`src/rtl/ex_muldiv_sequencer_if.sv`:
```
// rtl/ex_muldiv_sequencer_if.sv - EX-stage multiply/divide sequencer bus
//
// Purpose: groups the request/response signals between the EX stage and the
// multi-cycle M-extension sequencer.
// Signals:
//   start_in, funct3_in, operand_a_in, operand_b_in, flush_in  (EX -> seq)
//   stall_out, busy_out, result_out, result_valid_out           (seq -> EX)
// Modports: master (EX stage side), slave (sequencer side).
interface ex_muldiv_sequencer_if #(
  parameter int WIDTH = 32
);
  logic             start_in;
  logic [2:0]       funct3_in;
  logic [WIDTH-1:0] operand_a_in;
  logic [WIDTH-1:0] operand_b_in;
  logic             flush_in;
  logic             stall_out;
  logic             busy_out;
  logic [WIDTH-1:0] result_out;
  logic             result_valid_out;

  modport master (
    output start_in, funct3_in, operand_a_in, operand_b_in, flush_in,
    input  stall_out, busy_out, result_out, result_valid_out
  );

  modport slave (
    input  start_in, funct3_in, operand_a_in, operand_b_in, flush_in,
    output stall_out, busy_out, result_out, result_valid_out
  );
endinterface

```
`src/rtl/ex_muldiv_sequencer.sv`:
```
// rtl/ex_muldiv_sequencer.sv - fixed-latency RV32 M-extension multiply/divide sequencer
//
// Purpose: accepts one MUL/DIV-family op from EX, runs WIDTH shift-add or
// restoring-subtract steps, applies sign/selection fixup, then strobes the
// result. Latency from accept to result_valid_out is always WIDTH+2 cycles.
// Ports:
//   clock  - rising-edge clock
//   reset  - synchronous active-low reset
//   bus    - ex_muldiv_sequencer_if.slave (start/funct3/operands/flush in,
//            stall/busy/result/result_valid out)
// Configuration: MULDIV_SIGNED_EN enables signed MULH/MULHSU/DIV/REM; when
// undefined those ops execute as their unsigned counterparts.
module ex_muldiv_sequencer #(
  parameter int WIDTH = 32
) (
  input  logic                  clock,
  input  logic                  reset,
  ex_muldiv_sequencer_if.slave  bus
);
  localparam int CW = $clog2(WIDTH);

  typedef enum logic [1:0] {IDLE, CALC, FIX, DONE} state_t;

  state_t           state_q, state_d;
  logic [CW-1:0]    cnt_q, cnt_d;
  logic [WIDTH-1:0] hi_q, hi_d;       // product high half / partial remainder
  logic [WIDTH-1:0] lo_q, lo_d;       // multiplier->product low / dividend->quotient
  logic [WIDTH-1:0] b_q, b_d;         // multiplicand or divisor magnitude
  logic [2:0]       funct3_q, funct3_d;
  logic [WIDTH-1:0] result_q, result_d;
`ifdef MULDIV_SIGNED_EN
  logic             neg_q, neg_d;     // negate product / quotient in FIX
  logic             neg_rem_q, neg_rem_d;
  logic             a_signed, b_signed, a_neg, b_neg;
`endif

  logic [WIDTH-1:0]   mag_a, mag_b;
  logic [WIDTH:0]     mul_sum;
  logic [WIDTH:0]     div_sh;
  logic [WIDTH:0]     div_diff;
  logic [2*WIDTH-1:0] prod;
  logic [WIDTH-1:0]   quo, rem, fix_res;
  logic               stall, valid;

  // One datapath step: add-then-shift-right for multiply, shift-left-then-
  // trial-subtract for divide. Divisor 0 always "fits", giving all-ones/dividend.
  assign mul_sum  = {1'b0, hi_q} + (lo_q[0] ? {1'b0, b_q} : '0);
  assign div_sh   = {hi_q, lo_q[WIDTH-1]};
  assign div_diff = div_sh - {1'b0, b_q};

  always_comb begin
    mag_a = bus.operand_a_in;
    mag_b = bus.operand_b_in;
`ifdef MULDIV_SIGNED_EN
    a_signed = bus.funct3_in[2] ? ~bus.funct3_in[0]
                                : (bus.funct3_in[1:0] == 2'b01 || bus.funct3_in[1:0] == 2'b10);
    b_signed = bus.funct3_in[2] ? ~bus.funct3_in[0] : (bus.funct3_in[1:0] == 2'b01);
    a_neg    = a_signed & bus.operand_a_in[WIDTH-1];
    b_neg    = b_signed & bus.operand_b_in[WIDTH-1];
    if (a_neg) mag_a = -bus.operand_a_in;
    if (b_neg) mag_b = -bus.operand_b_in;
`endif
  end

  // FIX-stage selection of high/low product or quotient/remainder.
  always_comb begin
    prod = {hi_q, lo_q};
    quo  = lo_q;
    rem  = hi_q;
`ifdef MULDIV_SIGNED_EN
    if (neg_q) begin
      prod = -{hi_q, lo_q};
      quo  = -lo_q;
    end
    if (neg_rem_q) rem = -hi_q;
`endif
    if (funct3_q[2])                fix_res = funct3_q[1] ? rem : quo;
    else if (funct3_q[1:0] == 2'b00) fix_res = prod[WIDTH-1:0];
    else                            fix_res = prod[2*WIDTH-1:WIDTH];
  end

  always_comb begin
    state_d  = state_q;
    cnt_d    = cnt_q;
    hi_d     = hi_q;
    lo_d     = lo_q;
    b_d      = b_q;
    funct3_d = funct3_q;
    result_d = result_q;
`ifdef MULDIV_SIGNED_EN
    neg_d     = neg_q;
    neg_rem_d = neg_rem_q;
`endif
    stall = 1'b0;
    valid = 1'b0;
    case (state_q)
      IDLE: begin
        stall = bus.start_in & ~bus.flush_in;
        if (bus.start_in && !bus.flush_in) begin
          state_d  = CALC;
          cnt_d    = '0;
          funct3_d = bus.funct3_in;
          hi_d     = '0;
          lo_d     = bus.funct3_in[2] ? mag_a : mag_b;
          b_d      = bus.funct3_in[2] ? mag_b : mag_a;
`ifdef MULDIV_SIGNED_EN
          // Divide-by-zero keeps the all-ones quotient unsigned-looking.
          neg_d     = (a_neg ^ b_neg) & (~bus.funct3_in[2] | (bus.operand_b_in != '0));
          neg_rem_d = a_neg;
`endif
        end
      end
      CALC: begin
        stall = 1'b1;
        if (funct3_q[2]) begin
          hi_d = div_diff[WIDTH] ? div_sh[WIDTH-1:0] : div_diff[WIDTH-1:0];
          lo_d = {lo_q[WIDTH-2:0], ~div_diff[WIDTH]};
        end else begin
          hi_d = mul_sum[WIDTH:1];
          lo_d = {mul_sum[0], lo_q[WIDTH-1:1]};
        end
        cnt_d = cnt_q + 1'b1;
        if (cnt_q == CW'(WIDTH - 1)) state_d = FIX;
      end
      FIX: begin
        stall    = 1'b1;
        result_d = fix_res;
        state_d  = DONE;
      end
      DONE: begin
        valid   = ~bus.flush_in;
        state_d = IDLE;
      end
      default: state_d = IDLE;
    endcase
    if (bus.flush_in) begin
      state_d  = IDLE;
      result_d = result_q;
    end
  end

  always_ff @(posedge clock) begin
    if (!reset) begin
      state_q   <= IDLE;
      cnt_q     <= '0;
      hi_q      <= '0;
      lo_q      <= '0;
      b_q       <= '0;
      funct3_q  <= '0;
      result_q  <= '0;
`ifdef MULDIV_SIGNED_EN
      neg_q     <= 1'b0;
      neg_rem_q <= 1'b0;
`endif
    end else begin
      state_q   <= state_d;
      cnt_q     <= cnt_d;
      hi_q      <= hi_d;
      lo_q      <= lo_d;
      b_q       <= b_d;
      funct3_q  <= funct3_d;
      result_q  <= result_d;
`ifdef MULDIV_SIGNED_EN
      neg_q     <= neg_d;
      neg_rem_q <= neg_rem_d;
`endif
    end
  end

  assign bus.stall_out        = stall & reset;
  assign bus.result_valid_out = valid & reset;
  assign bus.busy_out         = (state_q != IDLE);
  assign bus.result_out       = result_q;
endmodule

```
`src/flat_wrapper.sv`:
```
// flat-port wrapper written by rule: the top's interface ports become plain ports
module ex_muldiv_sequencer_flat 
#(
  parameter int WIDTH = 32
)
  (clock, reset, bus_start_in, bus_funct3_in, bus_operand_a_in, bus_operand_b_in, bus_flush_in, bus_stall_out, bus_busy_out, bus_result_out, bus_result_valid_out);
  ex_muldiv_sequencer_if #(.WIDTH(WIDTH)) bus_i ();
  input  logic clock;
  input  logic reset;
  input wire logic [$bits(bus_i.start_in)-1:0] bus_start_in;
  input wire logic [$bits(bus_i.funct3_in)-1:0] bus_funct3_in;
  input wire logic [$bits(bus_i.operand_a_in)-1:0] bus_operand_a_in;
  input wire logic [$bits(bus_i.operand_b_in)-1:0] bus_operand_b_in;
  input wire logic [$bits(bus_i.flush_in)-1:0] bus_flush_in;
  output wire logic [$bits(bus_i.stall_out)-1:0] bus_stall_out;
  output wire logic [$bits(bus_i.busy_out)-1:0] bus_busy_out;
  output wire logic [$bits(bus_i.result_out)-1:0] bus_result_out;
  output wire logic [$bits(bus_i.result_valid_out)-1:0] bus_result_valid_out;
  assign bus_i.start_in = bus_start_in;
  assign bus_i.funct3_in = bus_funct3_in;
  assign bus_i.operand_a_in = bus_operand_a_in;
  assign bus_i.operand_b_in = bus_operand_b_in;
  assign bus_i.flush_in = bus_flush_in;
  assign bus_stall_out = bus_i.stall_out;
  assign bus_busy_out = bus_i.busy_out;
  assign bus_result_out = bus_i.result_out;
  assign bus_result_valid_out = bus_i.result_valid_out;
  ex_muldiv_sequencer #(.WIDTH(WIDTH)) u_core (.clock(clock), .reset(reset), .bus(bus_i));
endmodule
```
`config.mk`:
```
export PLATFORM = sky130hd
export DESIGN_NAME = ex_muldiv_sequencer_flat
export DESIGN_NICKNAME = d
export VERILOG_FILES = /design/src/rtl/ex_muldiv_sequencer_if.sv /design/src/rtl/ex_muldiv_sequencer.sv /design/src/flat_wrapper.sv
export SDC_FILE = /design/constraint.sdc
export NUM_CORES = 1
export LEC_CHECK = 0
export ABC_AREA = 0
export BUFFER_PORTS_ARGS = -buffer_cell sky130_fd_sc_hd__buf_2
export CORE_MARGIN = 10
export CORE_UTILIZATION = 49
export DETAILED_ROUTE_END_ITERATION = 6
export PLACE_DENSITY_LB_ADDON = 0.08
export SYNTH_ARGS = -nofsm -noshare
export SYNTH_HDL_FRONTEND = slang
export SYNTH_SLANG_ARGS = --single-unit
```
`constraint.sdc`:
```
create_clock -name clock -period 3.49 [get_ports clock]
set_input_delay 0.1745 -clock clock [delete_from_list [all_inputs] [get_ports clock]]
set_output_delay 0.1745 -clock clock [all_outputs]
set_load 0.05 [all_outputs]
```
==> results of run 1 <==
==> placed cells by master (no fill, tap or decap), types with 6 or more instances in the layout <==
cell	synthesis	routed
and3_1	11	11
o221ai_1	7	7
o21ai_0	58	57
buf_2	5	104
dfxtp_1	138	135
nand3_1	18	18
inv_1	57	57
xnor2_1	31	31
and2_1	35	35
mux2i_1	108	108
buf_4	0	43
inv_8	0	6
ha_1	71	70
nand2b_1	10	9
a22oi_1	19	19
a211oi_1	132	131
nand2_1	49	49
a21oi_1	113	110
a21o_1	23	23
xor2_1	21	21
o21bai_1	10	10
a31oi_1	9	8
nor2b_1	41	40
nand4_1	13	13
nor2_1	157	156
o211ai_1	6	6
nor3_1	21	20
clkbuf_16	0	17
==> where the power goes <==
part	internal, mW	leakage, nW	switching, mW
registers	1.63	1.12	0.0637
clock network	0.981	0.293	0.853
logic	0.317	3.84	0.459
total	2.93	5.26	1.38
==> synth_stat cells (4+ instances only) <==
| cell type | instances |
|---|---|
| a2111oi_0 | 5 |
| a211oi_1 | 132 |
| a21o_1 | 23 |
| a21oi_1 | 113 |
| a22o_1 | 4 |
| a22oi_1 | 19 |
| a31oi_1 | 9 |
| and2_1 | 35 |
| and3_1 | 11 |
| buf_1 | 7 |
| buf_2 | 5 |
| clkbuf_1 | 72 |
| dfxtp_1 | 138 |
| ha_1 | 71 |
| inv_1 | 57 |
| mux2i_1 | 108 |
| nand2_1 | 49 |
| nand2b_1 | 10 |
| nand3_1 | 18 |
| nand4_1 | 13 |
| nor2_1 | 157 |
| nor2b_1 | 41 |
| nor3_1 | 21 |
| nor3b_1 | 4 |
| o211ai_1 | 6 |
| o21a_1 | 5 |
| o21ai_0 | 58 |
| o21bai_1 | 10 |
| o221ai_1 | 7 |
| or3_1 | 5 |
| xnor2_1 | 31 |
| xor2_1 | 21 |
==> layer usage <==
metal	part of all wire	track usage
met5	0	0
met4	0.013	0.0546
met3	0.055	0.0339
met2	0.41	0.326
met1	0.52	0.339
==> worst paths after layout <==
check	start	cells past startpoint	slack [ps]	end
min reg2reg	u_core.bus.result_out[8]	2	500	u_core.bus.result_out[8]
max reg2reg	u_core.lo_q[31]	14	130	u_core.hi_q[31]
max	u_core.lo_q[31]	14	130	u_core.hi_q[31]
min	bus_operand_a_in[29]	3	90	u_core.b_q[29]
==> stage by stage <==
step | utilization | setup slack [ps]
6_report | 0.578 | 134
5_1_grt | 0.578 | -33.6
4_1_cts | 0.574 | 57.0
3_5_place_dp | 0.545 | 92.4
3_3_place_gp | 0.545 | 190
2_1_floorplan | - | 318
==> critical path, delay by kind of cell, from the launching register on <==
kind,cells,cell delay (ps)
and+or+nand+nor,3,730
adders and majority gates,2,620
DFF,1,330
AOI/OAI and AO/OA,7,1370
buffers and inverters,2,200
==> sequential cells by signal, indices dropped and copies added (netlist names) <==
register,count
u_core.state_q,2
u_core.hi_q,32
u_core.b_q,32
u_core.cnt_q,5
u_core.lo_q,32
u_core.funct3_q,3
u_core.bus.result_out,32
==> layout make-up <==
| type | count | area [µm²] | share of cell area |
|---|---|---|---|
| Timing Repair Buffer | 155 | 965 | 0.0792 |
| Clock buffer | 18 | 439 | 0.0360 |
| Tap cell | 275 | 344 | 0.0282 |
| Multi-Input combinational cell | 1044 | 7300 | 0.599 |
| Clock inverter | 14 | 153 | 0.0125 |
| Sequential cell | 138 | 2770 | 0.227 |
| Inverter | 58 | 219 | 0.0180 |
==> kinds of logic (layout without fill, tap and decap cells) <==
group                      Yosys count  count (layout)  share of synthesized area
AOI/OAI and AO/OA                  434             434                      0.278
muxes                              109             109                      0.104
buffers and inverters              144             245                     0.0533
xor gates and xnor gates            52              52                     0.0432
adders and majority gates           73              73                     0.0881
and+or+nand+nor                    376             376                      0.172
DFF                                138             138                      0.262
==> timing repair <==
item                       4_1_cts  5_1_grt
buffers inserted                 0        3
hold buffers                     2        0
gates resized for setup          0       15
setup endpoints to repair        0       21
hold endpoints to repair         2        0
==> impl_results.md, run 1 <==
* Status: complete, no violations
* CP required at 3810 ps
* Tcrit/Tclk final at 0.962
* Dpl cells at 1665
* DRT antenna net count at 0
* Pleak at 5.26 nW
* RSZ-0062 raised after global routing: true
* TritonCTS clock tree: yes
* Worst Tran Pin Value at 1010 ps
* Worst skew pair latency at 430 ps
* Starting Density at 0.500
* WL/cell at 19.3 µm
* Vias at 10100
* CTS clk-pin slew, worst paths at 70 ps
* Fmax at 298 MHz
* Worst hold path type: in2reg
* Design area at 12200 µm²
* Core ar. at 21100 µm²
* Placer Congestion at 0.919
* Crit path max-delay cell type: fa_1
* Residual DRC at 0
* Layout area overhead at 15.6%
* Initial antenna violation count at 0
* Clock H-tree levels at 4
* Max Root-Sink Buffers at 2
* Drt pass-1 iters at 5
* Slowest stage delay, CP at 410 ps
* Post-Syn Nets at 1470
* Post-detail-place hpwl at 24600 µm
* Power, Total at 4.30 mW
* CTS sink cnt at 138
* Die Span Y at 167 µm
* #FFs+latches synth at 138
* I/O pin count at 106
* Cell Area, Placed at 11500 µm²
* Pwr/cell area at 353 nW/µm²
* Arr. time, crit path at 3670 ps
* Final setup fails at 0
* Final TNS setup at 0 ps
* Cells along the critical path: inv_1, ha_1, fa_1, nand2b_2, a21oi_4, o41ai_4, o21a_1, o21ai_1, a311oi_4, buf_6, or2_2, a2111oi_0, o31ai_1, and3_1
* Tot GR Track Use at 0.226
* First-pass GRT wire length at 51800 µm
* Final Skew at 7.60 ps
* Syn Area/Cell at 7.95 µm²
* CTS Root Cell: clkbuf_16
* Routed WL at 32900 µm
* Layout cells sized above 1 at 0.151
* Cts bufs inserted at 17
* WHS at 94.7 ps
* Post-synth ARST share at 0
* Via density at 5.95
* Largest net degree at the start of global routing at 93
* Largest cells by area after synthesis: dfxtp_1 (26%), mux2i_1 (10%), a211oi_1 (9.4%), ha_1 (8.4%), nor2_1 (5.6%)
* MaxCap Viol Count at 0
* Port Buffers at 105
* Layout Nets at 1558
* Die Area at 27800 µm²
* Synth Flop Type: dfxtp_1
* Max_slew headroom at 0.327
* Fillers at 1974
* Final hold vios at 0
* Diode count at 0
* Netlist Area Pre-Place at 10500 µm²
* Post-Syn Instances at 1326
* Critical-path maximum fanout at 8
* Synth warn at 0
* First DRT Iteration DRCs at 750
* Setup Crit Path Kind: reg2reg
* Maximum VDD drop at 319 µV
* Seq/Total Area, Yosys at 0.262
* Synth top area share at 0.262
* Final Non-Filler Cells at 1702
* Endpoint type of the worst setup path: flip-flop
* # rows at 53
* Startpoint Class: flip-flop
* Yosys cell types at 67
* Final min period at 3360 ps
* GR Overflow Total at 0
* Slew Viols, Final at 0
* Largest area contributor in the netlist: dfxtp_1
* Overall die width at 167 µm
* Post-synth EDFFs at 0
* Vias in the first global route at 9415
Power figures use the tool's default switching activity.
==> run 2, diff against run 1 <==
Settings changed: BUFFER_PORTS_ARGS -buffer_cell sky130_fd_sc_hd__buf_2 to -buffer_cell sky130_fd_sc_hd__clkbuf_2.
==> impl_results.md, run 2 (same netlist as run 1, synthesis figures left out) <==
* Core ar. at 21100 µm²
* CP required at 3810 ps
* Startpoint Class: flip-flop
* Placer Congestion at 0.938
* Via density at 5.91
* Highest metal used: met4
* Vias in the first global route at 9505
* Routed WL at 33300 µm
* CTS Root Cell: clkbuf_16
* Most common cell after layout, fill and taps aside: nor2_1
* CTS sink cnt at 138
* Final Skew at 11.5 ps
* WHS at 87.6 ps
* Worst Tran Pin Value at 972 ps
* Pre-CTS WS at 120 ps
* MaxCap Viol Count at 0
* Slew Viols, Final at 0
* Drt pass-1 iters at 6
* Core Util, Final at 0.580
* Final setup fails at 0
* RSZ-0062 raised after global routing: true
* Die Area at 27800 µm²
* Clock H-tree levels at 4
* Vias at 10100
* DRT antenna net count at 0
* Worst R2R Path Depth at 15
* Initial antenna violation count at 1
* Critical-path maximum fanout at 17
* GR Overflow Total at 0
* Power, Total at 4.31 mW
* Die Span Y at 167 µm
* Fillers at 2020
* Cell Area, Placed at 11500 µm²
* Met1 WL at 16600 µm
* Final Non-Filler Cells at 1712
* Final Worst Setup Slack at 171 ps
* WL/cell at 19.4 µm
* Tot GR Track Use at 0.228
* Layout cells sized above 1 at 0.155
* TritonCTS clock tree: yes
* Hold EP: u_core.b_q[3]
* Status: complete, no violations
* Layout Nets at 1568
* Final hold vios at 0
* # rows at 53
* Largest net degree at the start of global routing at 73
* Worst hold path type: in2reg
* Starting Density at 0.500
* Pleak at 5.28 nW
* Critical Path Start: u_core.hi_q[0]
* First DRT Iteration DRCs at 800
* I/O pin count at 106
* Final TNS setup at 0 ps
* Final min period at 3320 ps
* Post-detail-place hpwl at 25100 µm
* Tcrit/Tclk final at 0.951
* Arr. time, crit path at 3640 ps
* Worst skew pair latency at 430 ps
* Reg2reg end: u_core.hi_q[21]
* Fmax at 301 MHz
* Design area at 12200 µm²
* Met3 Routed Length at 2400 µm
* Port Buffers at 105
* Max_slew headroom at 0.348
* Setup Crit Path Kind: reg2reg
* Endpoint type of the worst setup path: flip-flop
* Reg-to-reg slack, setup at 170 ps
* Residual DRC at 0
* Maximum VDD drop at 328 µV
* Overall die width at 167 µm
* Commonest cells after routing, fill and taps aside: nor2_1 (156), dfxtp_1 (137), a211oi_1 (131), a21oi_1 (111), mux2i_1 (108)
* First-pass GRT wire length at 52300 µm
* Worst r2r src: u_core.hi_q[0]
* Layout area overhead at 15.9%
* CTS clk-pin slew, worst paths at 70 ps
* Dpl cells at 1676
* Worst Hold Path Cells at 3
* Source of the worst hold timing path: bus_operand_a_in[3]
* Pwr/cell area at 353 nW/µm²
* Diode count at 0
* Max Root-Sink Buffers at 2
* Routed length on met2 at 13900 µm
* Cts bufs inserted at 17
## run 2: cell count changes in the layout (fill, tap and decap cells not counted), moves of 2 or more
cell	change
buf_12	-2
dfxtp_1	+2
buf_8	-2
buf_4	+12
clkinv_8	-2
buf_2	-104
clkbuf_2	+104
dfxtp_2	-2
clkinvlp_4	+3
## run 2: area by class of cell
cell class	count	area [µm²]	area share
multi-input combinational	1044	7280	0.596
sequential	138	2760	0.226
timing repair buffer	165	1020	0.0835
clock buffer	18	439	0.0359
tap	275	344	0.0282
inverter	58	219	0.0179
clock inverter	14	153	0.0125
## run 2: repair_timing
action	4_1_cts	5_1_grt
setup endpoints to repair	0	8
endpoints found under the hold margin	2	0
hold buffers	2	0
gates resized for setup	0	9
setup buffers	0	1
## run 2: metal layers
metal	vias to the layer above	GRT usage
met2	301	0.329
met5	-	0
met1	4723	0.341
met3	22	0.0412
met4	0	0.0462
li1	5080	-
## run 2: how the worst max path moves through the flow
stage	endpoint	slack (ps)	cells past startpoint
2_1_floorplan	u_core.hi_q[29]	320	14
3_3_place_gp	u_core.hi_q[30]	190	14
3_5_place_dp	u_core.hi_q[30]	120	14
4_1_cts	u_core.hi_q[30]	100	14
5_1_grt	u_core.hi_q[21]	-20	15
6_report	u_core.hi_q[21]	170	15
## run 2: where the power goes
| part | internal [mW] | switching, mW | leakage, nW |
|---|---|---|---|
| clock | 1.03 | 0.808 | 0.283 |
| combinational | 0.312 | 0.465 | 3.88 |
| sequential | 1.63 | 0.0631 | 1.12 |
## run 2: critical path, stage by stage (launching register included)
cell      delay [ps]
dfxtp_1          380
buf_4            140
inv_1             50
fa_1             420
nand2b_1         190
a21oi_2          210
o41ai_2          120
o21a_1           230
o2111a_1         290
a311oi_4         310
buf_6            180
buf_12           160
nor2_1            60
a211oi_1         210
a21oi_1           60
a22o_1           200
==> run 3, diff against run 2 <==
Settings changed: CELL_PAD_IN_SITES_DETAIL_PLACEMENT from default to 0, CELL_PAD_IN_SITES_GLOBAL_PLACEMENT from default to 1, CORE_UTILIZATION 49 to 45, SETUP_SLACK_MARGIN from default to 0.15.
==> impl_results.md, run 3 (same netlist as run 1, synthesis figures left out) <==
* Vias in the first global route at 9404
* Pwr/cell area at 345 nW/µm²
* Diode count at 0
* Comb power frac at 0.187
* Port Buffers at 105
* Tot GR Track Use at 0.219
* Layout cells sized above 1 at 0.165
* WHS at 68.7 ps
* Slowest stage delay, CP at 380 ps
* Clk pwr share at 0.418
* Status: complete, no violations
* Clock H-tree levels at 4
* MaxCap Viol Count at 0
* Worst Tran Pin Value at 830 ps
* Drt pass-1 iters at 5
* Final TNS setup at 0 ps
* Max_slew headroom at 0.445
* CTS sink cnt at 138
* Post-detail-place hpwl at 25700 µm
* Most common cell after layout, fill and taps aside: nor2_1
* Layout area overhead at 17.7%
* Final Worst Setup Slack at 242 ps
* CP most frequent cell: buf_4
* Critical-path maximum fanout at 11
* Tcrit/Tclk final at 0.931
* Largest net degree at the start of global routing at 70
* Crit path max-delay cell type: or3_1
* Core ar. at 22800 µm²
* First-pass GRT wire length at 53400 µm
* Worst hold path type: in2reg
* CTS clk-pin slew, worst paths at 70 ps
* Initial antenna violation count at 0
* Vias at 10100
* Pre-CTS WS at 119 ps
* Final min period at 3250 ps
* DRT antenna net count at 0
* Maximum VDD drop at 333 µV
* Max Root-Sink Buffers at 2
* GR Overflow Total at 0
* Cells along the critical path: buf_6, and2_1, ha_4, o21ai_0, o21bai_1, a21o_1, a31oi_1, buf_4, or3_1, nand2_2, o21ai_1, buf_4, o211ai_1, and4_1, a2111oi_4
* Final hold vios at 0
* CTS Root Cell: clkbuf_16
* Cts bufs inserted at 17
* CP required at 3770 ps
* Residual DRC at 0
* Worst skew pair latency at 430 ps
* First DRT Iteration DRCs at 743
* Sw Ratio at 0.312
* Power share of the sequential group at 0.395
* Final Skew at 10.3 ps
* I/O pin count at 106
* Placer Congestion at 0.847
* Die Area at 29900 µm²
* Routed WL at 34300 µm
* Slew Viols, Final at 0
* Die Span Y at 173 µm
* Startpoint Class: flip-flop
* Pint at 2.95 mW
* Layout Nets at 1568
* Final setup fails at 0
* Pleak at 5.28 nW
* Arr. time, crit path at 3530 ps
* Setup Crit Path Kind: reg2reg
* P_sw at 1.34 mW
* Fmax at 308 MHz
* Via density at 5.79
* Endpoint type of the worst setup path: flip-flop
* Overall die width at 173 µm
* Starting Density at 0.461
* RSZ-0062 raised after global routing: true
* WL/cell at 19.6 µm
* TritonCTS clock tree: yes
* Commonest cells after routing, fill and taps aside: nor2_1 (156), dfxtp_1 (134), a211oi_1 (130), a21oi_1 (109), mux2i_1 (108)
* # rows at 55
[run 3: cell types whose count changed in the layout (fill, tap and decap cells not counted), sizes merged]
cell,before,now
clkinvlp,3,6
buf,58,57
clkinv,3,2
inv,65,63
[run 3: per-layer routing]
metal  global-route usage  wire, µm
met4               0.0489       344
met3               0.0311      1990
met5                    0         0
met1                0.340     17900
met2                0.304     14100
[run 3: final cells by class]
cell class                 count  area (µm²)
inverter                      58         219
clock buffer                  17         425
tap                          313         392
sequential                   138        2770
timing repair buffer         165        1060
fill                        2257       10400
multi-input combinational   1044        7400
clock inverter                14         141
[run 3: final timing paths]
check | cells after the start | slack, ps | from | to
worst max register to register | 15 | 240 | u_core.lo_q[0] | u_core.hi_q[30]
worst min-delay path | 3 | 70 | bus_operand_a_in[22] | u_core.b_q[22]
worst min register to register | 2 | 500 | u_core.bus.result_out[6] | u_core.bus.result_out[6]
worst max-delay path | 15 | 240 | u_core.lo_q[0] | u_core.hi_q[30]
[run 3: through the flow]
stage               utilization  power (mW)  cells  cell area [µm²]
finish                    0.543        4.28   1749            12400
global placement          0.507        2.49   1710            11600
detailed placement        0.507        2.49   1710            11600
floorplan                     -        2.25   1326            10500
global route              0.543        4.46   1749            12400
CTS                       0.533        4.27   1743            12200
[run 3: repair_timing]
action | in CTS | in global routing
pin swaps | 0 | 16
gates resized for setup | 1 | 32
hold endpoints to repair | 2 | 0
hold buffers | 2 | 0
cloned | 0 | 2
endpoints found under the setup margin | 2 | 17
buffers inserted | 0 | 4
[run 3: power groups by stage]
stage | clock network [mW] | registers, mW | logic (mW)
floorplan | 0 | 1.71 | 0.546
global placement | 0 | 1.72 | 0.761
detailed placement | 0 | 1.72 | 0.763
CTS | 1.81 | 1.69 | 0.768
global route | 1.88 | 1.70 | 0.883
finish | 1.79 | 1.69 | 0.800
[run 3: critical path: cells and delay by family (launching register included)]
kind	cells	cell delay (ps)
DFF	1	340
AOI/OAI and AO/OA	7	1040
buffers and inverters	3	450
and+or+nand+nor	4	990
adders and majority gates	1	290
